==> config.mk <==
export PLATFORM = sky130hd
export DESIGN_NAME = ifetch_unit_flat
export DESIGN_NICKNAME = d
export VERILOG_FILES = /design/src/rtl/ifetch_unit_if.sv /design/src/rtl/ifetch_unit.sv /design/src/flat_wrapper.sv
export SDC_FILE = /design/constraint.sdc
export NUM_CORES = 1
export LEC_CHECK = 0
export ABC_AREA = 1
export CAP_MARGIN = 20
export CELL_PAD_IN_SITES_DETAIL_PLACEMENT = 0
export CELL_PAD_IN_SITES_GLOBAL_PLACEMENT = 1
export CORE_MARGIN = 2
export CORE_UTILIZATION = 31
export CTS_CLUSTER_SIZE = 30
export DETAILED_ROUTE_END_ITERATION = 10
export PLACE_DENSITY = 0.89
export SYNTH_ARGS = -nofsm -noshare
export SYNTH_HDL_FRONTEND = slang
export SYNTH_SLANG_ARGS = --single-unit
==> constraint.sdc <==
create_clock -name clk -period 1.55 [get_ports clk]
set_input_delay 0.2325 -clock clk [delete_from_list [all_inputs] [get_ports clk]]
set_output_delay 0.2325 -clock clk [all_outputs]
set_load 0.1 [all_outputs]
==> src/rtl/ifetch_unit_if.sv <==
// rtl/ifetch_unit_if.sv - instruction memory request/response port
//
// Purpose : groups the instruction-memory handshake into one bundle.
// Signals : imem_req/imem_addr   request, held until imem_gnt
//           imem_gnt             request accepted this cycle
//           imem_rvalid          read response valid
//           imem_rdata/imem_err  response data and error, qualified by imem_rvalid
// Modports: master (fetch unit side), slave (memory side)
interface ifetch_unit_if #(
   parameter int ADDR_W = 32,
   parameter int DATA_W = 32
);
   logic              imem_req;
   logic [ADDR_W-1:0] imem_addr;
   logic              imem_gnt;
   logic              imem_rvalid;
   logic [DATA_W-1:0] imem_rdata;
   logic              imem_err;

   modport master (
      output imem_req, imem_addr,
      input  imem_gnt, imem_rvalid, imem_rdata, imem_err
   );

   modport slave (
      input  imem_req, imem_addr,
      output imem_gnt, imem_rvalid, imem_rdata, imem_err
   );
endinterface

==> src/rtl/ifetch_unit.sv <==
// rtl/ifetch_unit.sv - single-outstanding instruction fetch responder
//
// Purpose : fetches the word at curr_pc over the imem port and hands it to the
//           datapath with a one-cycle inst_ready pulse that advances the PC.
//           Handles flush (drop of in-flight response), misaligned PCs and
//           bus errors (sticky fault until flush).
// Ports   : clk, nrst          clock, async active-low reset
//           curr_pc            fetch address
//           dp_ready, flush    datapath accept / pipeline flush
//           inst_ready, inst, inst_addr   delivered instruction
//           fault, fault_addr  latched fetch fault
//           imem               memory port (master side)
module ifetch_unit #(
   parameter int                ADDR_W  = 32,
   parameter int                DATA_W  = 32,
   parameter logic [ADDR_W-1:0] PC_INIT = '0
) (
   input  logic              clk,
   input  logic              nrst,
   input  logic [ADDR_W-1:0] curr_pc,
   input  logic              dp_ready,
   input  logic              flush,
   output logic              inst_ready,
   output logic [DATA_W-1:0] inst,
   output logic [ADDR_W-1:0] inst_addr,
   output logic              fault,
   output logic [ADDR_W-1:0] fault_addr,
   ifetch_unit_if.master     imem
);

   typedef enum logic [2:0] {
      IDLE  = 3'd0,
      REQ   = 3'd1,
      WAIT  = 3'd2,
      HOLD  = 3'd3,
      FAULT = 3'd4
   } state_t;

   state_t            state_q;
   logic              drop_q;
   logic [ADDR_W-1:0] addr_q;
   logic [DATA_W-1:0] buf_q;
   logic              fault_q;
   logic [ADDR_W-1:0] fault_addr_q;

   always_ff @(posedge clk or negedge nrst) begin
      if (!nrst) begin
         state_q      <= IDLE;
         drop_q       <= 1'b0;
         addr_q       <= PC_INIT;
         buf_q        <= '0;
         fault_q      <= 1'b0;
         fault_addr_q <= PC_INIT;
      end else begin
         case (state_q)
            IDLE: begin
               if (!flush) begin
                  addr_q <= curr_pc;
                  if (curr_pc[1:0] != 2'b00) begin
                     fault_q      <= 1'b1;
                     fault_addr_q <= curr_pc;
                     state_q      <= FAULT;
                  end else begin
                     state_q <= REQ;
                  end
               end
            end
            REQ: begin
               // A request cannot be retracted; a flush only marks its
               // response for discard.
               if (flush) drop_q <= 1'b1;
               if (imem.imem_gnt) state_q <= WAIT;
            end
            WAIT: begin
               if (imem.imem_rvalid) begin
                  // A flush arriving with the response discards it directly,
                  // otherwise the FSM would wait for a response that never comes.
                  if (drop_q || flush) begin
                     drop_q  <= 1'b0;
                     state_q <= IDLE;
                  end else if (imem.imem_err) begin
                     fault_q      <= 1'b1;
                     fault_addr_q <= addr_q;
                     state_q      <= FAULT;
                  end else if (dp_ready) begin
                     state_q <= IDLE;
                  end else begin
                     buf_q   <= imem.imem_rdata;
                     state_q <= HOLD;
                  end
               end else if (flush) begin
                  drop_q <= 1'b1;
               end
            end
            HOLD: begin
               if (flush || dp_ready) state_q <= IDLE;
            end
            FAULT: begin
               if (flush) begin
                  fault_q <= 1'b0;
                  state_q <= IDLE;
               end
            end
            default: state_q <= IDLE;
         endcase
      end
   end

   always_comb begin
      inst_ready = 1'b0;
      if (!flush) begin
         if (state_q == WAIT)
            inst_ready = imem.imem_rvalid && !drop_q && !imem.imem_err && dp_ready;
         else if (state_q == HOLD)
            inst_ready = dp_ready;
      end
   end

   assign inst       = (state_q == HOLD) ? buf_q : imem.imem_rdata;
   assign inst_addr  = addr_q;
   assign fault      = fault_q;
   assign fault_addr = fault_addr_q;

   assign imem.imem_req  = (state_q == REQ);
   assign imem.imem_addr = addr_q;

endmodule

==> src/flat_wrapper.sv <==
// flat-port wrapper written by rule: the top's interface ports become plain ports
module ifetch_unit_flat 
#(
   parameter int                ADDR_W  = 32,
   parameter int                DATA_W  = 32,
   parameter logic [ADDR_W-1:0] PC_INIT = '0
)
  (clk, nrst, curr_pc, dp_ready, flush, inst_ready, inst, inst_addr, fault, fault_addr, imem_imem_req, imem_imem_addr, imem_imem_gnt, imem_imem_rvalid, imem_imem_rdata, imem_imem_err);
  ifetch_unit_if #(.ADDR_W(ADDR_W), .DATA_W(DATA_W)) imem_i ();
  input  logic clk;
  input  logic nrst;
  input  logic [ADDR_W-1:0] curr_pc;
  input  logic dp_ready;
  input  logic flush;
  output logic inst_ready;
  output logic [DATA_W-1:0] inst;
  output logic [ADDR_W-1:0] inst_addr;
  output logic fault;
  output logic [ADDR_W-1:0] fault_addr;
  output wire logic [$bits(imem_i.imem_req)-1:0] imem_imem_req;
  output wire logic [$bits(imem_i.imem_addr)-1:0] imem_imem_addr;
  input wire logic [$bits(imem_i.imem_gnt)-1:0] imem_imem_gnt;
  input wire logic [$bits(imem_i.imem_rvalid)-1:0] imem_imem_rvalid;
  input wire logic [$bits(imem_i.imem_rdata)-1:0] imem_imem_rdata;
  input wire logic [$bits(imem_i.imem_err)-1:0] imem_imem_err;
  assign imem_imem_req = imem_i.imem_req;
  assign imem_imem_addr = imem_i.imem_addr;
  assign imem_i.imem_gnt = imem_imem_gnt;
  assign imem_i.imem_rvalid = imem_imem_rvalid;
  assign imem_i.imem_rdata = imem_imem_rdata;
  assign imem_i.imem_err = imem_imem_err;
  ifetch_unit #(.ADDR_W(ADDR_W), .DATA_W(DATA_W), .PC_INIT(PC_INIT)) u_core (.clk(clk), .nrst(nrst), .curr_pc(curr_pc), .dp_ready(dp_ready), .flush(flush), .inst_ready(inst_ready), .inst(inst), .inst_addr(inst_addr), .fault(fault), .fault_addr(fault_addr), .imem(imem_i));
endmodule
==> flow_summary.toml, run 1 <==
[clock_network]
cts.clk_slew.worst_paths_ps = 70
cts.sinks = 101
clk_path_buf_depth = 2
cts.htree.levels = 3
root_buffer = "clkbuf_16"
cts_tree = "yes"
numCtsBuffers = 9
clk_latency_ps = 350

[cells_and_area]
utilization_pct = 65.4
regArea_sq_um = 2570
fillers = 1187
final_common_cell = "buf_12"
syn2layout_area_growth_pct = 106
final_area_sq_um = 10400
drive_gt1_share_pct = 44.9
multi_input_area_sq_um = 2590
final_cell_mix = "143 x buf_12, 131 x nand2_1, 69 x clkdlybuf4s50_1, 68 x inv_1, 68 x dfrtp_1"
nNetsFinal = 934
diodes = 0

[floorplan]
num_rows = 46
dieArea_sq_um = 17300
core_sq_um = 15900
start_util_pct = 31.7
die_w_um = 131
die_h_um = 131
num_io_pins = 202

[global_route]
grt_max_degree = 65
grt_pass1_vias = 4946
antenna_found_initial = 0
grtUsageTotal_pct = 18.7
overflow = 0
grt_first_pass_wirelength_mm = 26.2

[routing]
avgRoutedWirePerCell_um = 17.0
ant_nets = 0
drt_iter0_markers = 228
vias = 5165
post_drt_via_cell_ratio = 4.76
route.detailed.drc = 0
wirelength_mm = 18.4
first_pass_iters = 4

[critical_path]
crit_type = "flip-flop to output port"
crit_family = "buffers and inverters"
slowest_stage = "dfrtp_1"
cp_max_fo = 9
timing.critical_path.buf_inv = 3
worstReg2RegEnd = "u_core.buf_q[8]"
cp.required_ps = 1320
path_cells = "nand2_2 -> nor2_4 -> inv_8 -> buf_6 -> nand2_1 -> o21ai_4 -> buf_12"
start_kind = "flip-flop"
max_stage_delay_ps = 390
worstSetupEndpointType = "output port"
r2r.worst_path.cells = 10
r2r_start = "u_core.state_q[2]"
crit_start = "u_core.state_q[0]"
regToRegSetupSlack_ps = -120
crit_arrival_ps = 1630

[sta]
fin_setup_tns_ps = -12040
fmax_mhz = 536
setup_viol_count_final = 98
hold_viol = 0
worst_slew_pin_slew_ps = 343
skew_ps = 9.42
rsz0062_at_grt = "true"
worst_slack_ps = -314
slew_violations = 0
slew-limit-headroom_pct = 77.1
fin_crit_ps = 1860
finalCritPeriodShare_pct = 120

[yosys]
syn_area_sq_um = 5040
syn-num-nets = 721
syn_avg_cell_area_sq_um = 7.75
ys_types = 18
ys_ff_latch = 101
yosysSeqAreaShare_pct = 50.2
synth_cells = 650
ys.warnings.count = 0

[place]
place_ws_ps = -131
gp_congestion = 0.834
dpl.hpwl_mm = 11.2
placed_cell_area_sq_um = 8960
io_buffer_count = 201

[run_status]
violations = "negative setup slack"
status = "finished with violations"

[min_path]
min_path_type = "input port to asynchronous set/reset pin"

[job]
maxCapViolCount = 0
==> synth_stat cells <==
cell type    n  area share [%]
buf_2       13             1.3
a21oi_2      1            0.17
o211ai_1     1            0.15
inv_2        4            0.30
o21ai_1     11             1.1
nand3_1     42             4.2
dfrtp_1    101              50
o21ai_0    110              11
buf_4       36             5.4
a21oi_1     10            0.99
nor2_4       2            0.45
clkbuf_1    14             1.0
nand2_4      1            0.22
nand2_1    207              15
buf_6        4            0.89
inv_1       71             5.3
nand3_2      3            0.60
nor2_1      19             1.4
==> sequential cells by signal, summed over array words and instances (netlist names) <==
register,cells
u_core.fault_addr,32
u_core.fault,1
u_core.buf_q,32
u_core.imem.imem_addr,32
u_core.drop_q,1
u_core.state_q,3
==> final cells by class <==
class	count	share of cell area, %
Clock buffer	10	2.30
Clock inverter	6	0.892
Inverter	75	2.88
Multi-Input combinational cell	407	24.9
Sequential cell	101	24.7
Tap cell	216	2.60
Timing Repair Buffer	269	41.7
==> how the worst max path moves through the flow <==
stage	to	slack [ps]	cells after the start
after floorplan	inst[0]	-240	6
after global placement	u_core.fault_addr[18]	-70	10
after detailed placement	u_core.fault_addr[19]	-130	8
after CTS	inst[29]	-340	8
after global routing	inst[21]	-370	7
final	inst[19]	-310	7
==> routing by layer <==
metal	track usage, %	share of wire (%)
met5	0	0
met4	5.01	1.6
met1	23.8	40
met2	30.0	50
met3	6.79	8.4
==> through the flow <==
stage               instances  hold WS, ps
CTS                      1059          210
global route             1084          224
floorplan                 650        -63.1
finish                   1084          228
global placement         1030         41.4
detailed placement       1030         43.1
==> worst register-to-register path: stages (launching register included) <==
cell and delay, ps:
dfrtp_2 440, buf_6 140, inv_4 60, nand3_4 80, inv_4 70, buf_6 110
nand3_4 70, nor2_4 140, buf_4 130, bufbuf_16 250, o21ai_0 70
==> cell families after synthesis <==
family                 count (synthesis)  share of synthesized area [%]
AO/OA/AOI/OAI                        133                           13.3
buffers and inverters                142                           14.2
flip-flops                           101                           50.2
AND/OR/NAND/NOR                      274                           22.3
==> repair_timing <==
| action | 4_1_cts | 5_1_grt |
|---|---|---|
| hold buffers | 1 | 0 |
| endpoints found under the setup margin | 37 | 113 |
| gates resized for setup | 34 | 156 |
| hold endpoints to repair | 101 | 0 |
| setup buffers | 8 | 12 |
| cloned | 4 | 16 |
| pin swaps | 6 | 12 |
Power of run 1 is left out: the tool's default activity adds up to more than one toggle a clock period on the data nets, which glitch-free logic cannot reach.
==> run 2: changes to the inputs <==
CELL_PAD_IN_SITES_DETAIL_PLACEMENT = 1   (was 0)
SLEW_MARGIN = 30   (was default)
==> flow_summary.toml, run 2 (synthesis results as in run 1) <==
[run_status]
status = "finished with violations"
violations = "negative setup slack"

[floorplan]
die_h_um = 131
start_util_pct = 31.7
core_sq_um = 15900
die_w_um = 131
num_io_pins = 202
num_rows = 46
dieArea_sq_um = 17300

[global_route]
overflow = 0
grt_pass1_vias = 6557
antenna_found_initial = 0
grt_max_degree = 65
grt_first_pass_wirelength_mm = 40.2
grtUsageTotal_pct = 30.6

[sta]
worst_slew_pin_slew_ps = 473
hold_viol = 0
finalCritPeriodShare_pct = 129
fmax_mhz = 501
whs_ps = 209
skew_ps = 9.31
worst_slack_ps = -448
rsz0062_at_grt = "true"
slew_violations = 0
slew-limit-headroom_pct = 68.1
fin_crit_ps = 2000
setup_viol_count_final = 135

[cells_and_area]
syn2layout_area_growth_pct = 129
final_cell_mix = "159 x buf_12, 93 x nand2_1, 69 x clkdlybuf4s50_1, 68 x dfrtp_1, 67 x inv_1"
fin_cells = 1107
drive_gt1_share_pct = 58.6
nNetsFinal = 957
diodes = 0
final_common_cell = "buf_12"
fillers = 1485

[min_path]
min_path_type = "input port to asynchronous set/reset pin"

[critical_path]
crit_type = "flip-flop to output port"
regToRegSetupSlack_ps = -400
crit_arrival_ps = 1770
cp_max_fo = 9
r2r_start = "u_core.state_q[0]"
worstReg2RegEnd = "u_core.fault_addr[15]"
crit_start = "u_core.state_q[1]"
start_kind = "flip-flop"
r2r.worst_path.cells = 11
worstSetupEndpointType = "output port"
cp.required_ps = 1320

[place]
gp_congestion = 0.834
dp_cells = 1030
io_buffer_count = 201
dpl.hpwl_mm = 14.4

[routing]
vias = 6076
ant_nets = 0
avgRoutedWirePerCell_um = 30.5
drt_iter0_markers = 417
route.detailed.drc = 0
post_drt_via_cell_ratio = 5.49
first_pass_iters = 5
wirelength_mm = 33.7

[clock_network]
clk_latency_ps = 370
cts_tree = "yes"
clk_path_buf_depth = 2
cts.clk_slew.worst_paths_ps = 80
root_buffer = "clkbuf_16"
cts.htree.levels = 3
cts.sinks = 101
numCtsBuffers = 9

[job]
maxCapViolCount = 0
==> run 2: layer usage <==
metal / up-vias / part of all wire (%) / track usage, %
li1: 2502 / - / -
met2: 377 / 53 / 57.0
met3: 138 / 7.1 / 6.87
met1: 3059 / 34 / 32.6
met5: - / 0 / 0
met4: 0 / 5.8 / 13.9
==> run 2: cell type report <==
| class | instances | area [sq um] | area share [%] |
|---|---|---|---|
| clock inverters | 6 | 86.3 | 0.747 |
| flip-flops and latches | 101 | 2570 | 22.2 |
| well taps | 216 | 270 | 2.34 |
| multi-input cells | 407 | 3270 | 28.3 |
| clock buffers | 10 | 239 | 2.07 |
| repair buffers | 292 | 4800 | 41.6 |
| inverters | 75 | 312 | 2.70 |
==> run 2: what timing repair did <==
action | in CTS | in global routing
pin swaps | 18 | 31
setup buffers | 34 | 14
cloned | 19 | 10
resized for setup | 122 | 297
hold endpoints to repair | 101 | 0
setup endpoints to repair | 74 | 135
hold buffers | 1 | 0
==> run 2: critical path, stage by stage (launching register included) <==
cell,delay (ps)
dfrtp_1,400
nand2_2,100
nor2_4,180
inv_8,110
buf_12,150
buf_4,130
o21ai_4,140
buf_12,190
==> run 2: worst max-delay path by stage <==
stage / end / slack [ps]
after floorplan: inst[0] / -240
final: inst[12] / -450
after detailed placement: u_core.fault_addr[20] / -170
after CTS: inst[12] / -400
after global placement: u_core.fault_addr[18] / -70
after global routing: inst[12] / -470
==> run 2: stage by stage <==
stage	util [%]	instance area, sq um	setup WS [ps]	TNS [ps]
after detailed placement	56.4	8960	-168	-11160
after CTS	66.1	10500	-396	-31340
after floorplan	-	5530	-242	-6910
after global placement	56.4	8960	-67.3	-4020
after global routing	72.7	11600	-473	-41020
final	72.7	11600	-448	-37120
Power of run 2 is left out for the same reason.
==> run 3: changes to the inputs <==
CELL_PAD_IN_SITES_DETAIL_PLACEMENT = default   (was 1)
CELL_PAD_IN_SITES_GLOBAL_PLACEMENT = default   (was 1)
CORE_UTILIZATION = 44   (was 31)
==> flow_summary.toml, run 3 (synthesis results as in run 1) <==
[sta]
skew_ps = 13.6
worst_slack_ps = -368
worst_slew_pin_slew_ps = 443
hold_viol = 0
slew-limit-headroom_pct = 70.4
finalCritPeriodShare_pct = 124
setup_viol_count_final = 134
slew_violations = 0
fin_crit_ps = 1920
rsz0062_at_grt = "true"
fmax_mhz = 521

[routing]
wl_met2_mm = 13.6
dr_wl_met3_mm = 2.86
vias = 6176
route.detailed.drc = 0
wl_met1_mm = 8.79
post_drt_via_cell_ratio = 6.07
avgRoutedWirePerCell_um = 26.4
drt_iter0_markers = 722
wirelength_mm = 26.9
ant_nets = 0
first_pass_iters = 6
highest_layer = "met5"

[clock_network]
cts_tree = "yes"
root_buffer = "clkbuf_16"
clk_latency_ps = 350
cts.clk_slew.worst_paths_ps = 70
cts.htree.levels = 3
clk_path_buf_depth = 2
numCtsBuffers = 9
cts.sinks = 101

[critical_path]
cp.required_ps = 1790
crit_family = "buffers and inverters"
crit_arrival_ps = 2150
regToRegSetupSlack_ps = -370
cp_common_cell = "buf_12"
r2r_start = "u_core.state_q[0]"
start_kind = "flip-flop"
cp_max_fo = 8
max_stage_delay_ps = 400
timing.critical_path.buf_inv = 8
path_cells = "buf_4 -> inv_4 -> nand3_4 -> inv_4 -> buf_6 -> nand3_4 -> nor2_4 -> buf_12 -> buf_12 -> buf_12 -> bufbuf_16 -> nand2_1 -> o21ai_0"
worstReg2RegEnd = "u_core.buf_q[31]"
r2r.worst_path.cells = 13
worstSetupEndpointType = "flip-flop"
slowest_stage = "dfrtp_1"
crit_type = "flip-flop to flip-flop"
crit_start = "u_core.state_q[0]"

[cells_and_area]
nNetsFinal = 941
utilization_pct = 92.2
diodes = 0
drive_gt1_share_pct = 41.9
final_cell_mix = "189 x nand2_1, 147 x buf_12, 69 x clkdlybuf4s50_1, 68 x inv_1, 68 x dfrtp_1"
fillers = 360
multi_input_area_sq_um = 2500
final_area_sq_um = 10400
final_common_cell = "nand2_1"
syn2layout_area_growth_pct = 106
regArea_sq_um = 2570
fin_cells = 1018

[place]
placed_cell_area_sq_um = 8880
dpl.hpwl_mm = 12.8
io_buffer_count = 201
dp_cells = 956
place_ws_ps = -142
gp_congestion = 0.842

[floorplan]
start_util_pct = 44.7
dieArea_sq_um = 12300
die_w_um = 111
die_h_um = 111
num_rows = 39
num_io_pins = 202
core_sq_um = 11300

[min_path]
min_path_type = "input port to asynchronous set/reset pin"

[run_status]
violations = "negative setup slack"
status = "finished with violations"

[global_route]
grt_first_pass_wirelength_mm = 36.1
overflow = 0
antenna_found_initial = 1
grt_pass1_vias = 6412
grtUsageTotal_pct = 38.0
grt_max_degree = 46

[job]
maxCapViolCount = 0
[run 3: changes by cell type in the layout (fill, tap and decap cells not counted), sizes merged]
cell,previous run,this run
inv,75,76
clkbuf,17,13
bufbuf,1,3
bufinv,2,1
clkinv,3,2
buf,214,201
[run 3: worst max-delay path by stage]
stage / end / slack (ps) / cells after the start
CTS: inst[2] / -310 / 5
detailed placement: u_core.fault_addr[17] / -140 / 10
global route: u_core.buf_q[31] / -430 / 13
global placement: u_core.fault_addr[29] / -100 / 10
floorplan: inst[0] / -240 / 6
finish: u_core.buf_q[31] / -370 / 13
[run 3: cell type report]
| type | count | area share (%) |
|---|---|---|
| timing repair buffer | 276 | 43.8 |
| sequential | 101 | 24.7 |
| multi-input combinational | 407 | 24.0 |
| inverter | 75 | 2.83 |
| clock buffer | 11 | 2.34 |
| tap | 143 | 1.72 |
| clock inverter | 5 | 0.578 |
[run 3: metal layers]
| metal | vias to the layer above | global-route usage (%) |
|---|---|---|
| li1 | 2458 | - |
| met1 | 2999 | 42.4 |
| met2 | 567 | 67.0 |
| met3 | 150 | 9.35 |
| met4 | 2 | 19.8 |
| met5 | - | 0 |
[run 3: metrics by stage]
step	hold slack (ps)	setup TNS [ps]
finish	387	-27550
CTS	368	-16710
global placement	187	-3340
detailed placement	186	-9060
global route	400	-33730
floorplan	-63.1	-6910
[run 3: worst reg2reg max path: stages, from the launching register on]
cell and delay [ps]:
dfrtp_1 400, buf_4 160, inv_4 70, nand3_4 80, inv_4 70, buf_6 100, nand3_4 70, nor2_4 120
buf_12 120, buf_12 110, buf_12 110, bufbuf_16 260, nand2_1 40, o21ai_0 100
[run 3: timing repair]
action | in CTS | in global routing
hold endpoints to repair | 25 | 0
pin swaps | 6 | 7
resized for setup | 95 | 82
hold buffers | 1 | 0
buffers inserted | 15 | 12
gates cloned | 16 | 4
setup endpoints to repair | 104 | 135
Power of run 3 is left out for the same reason.
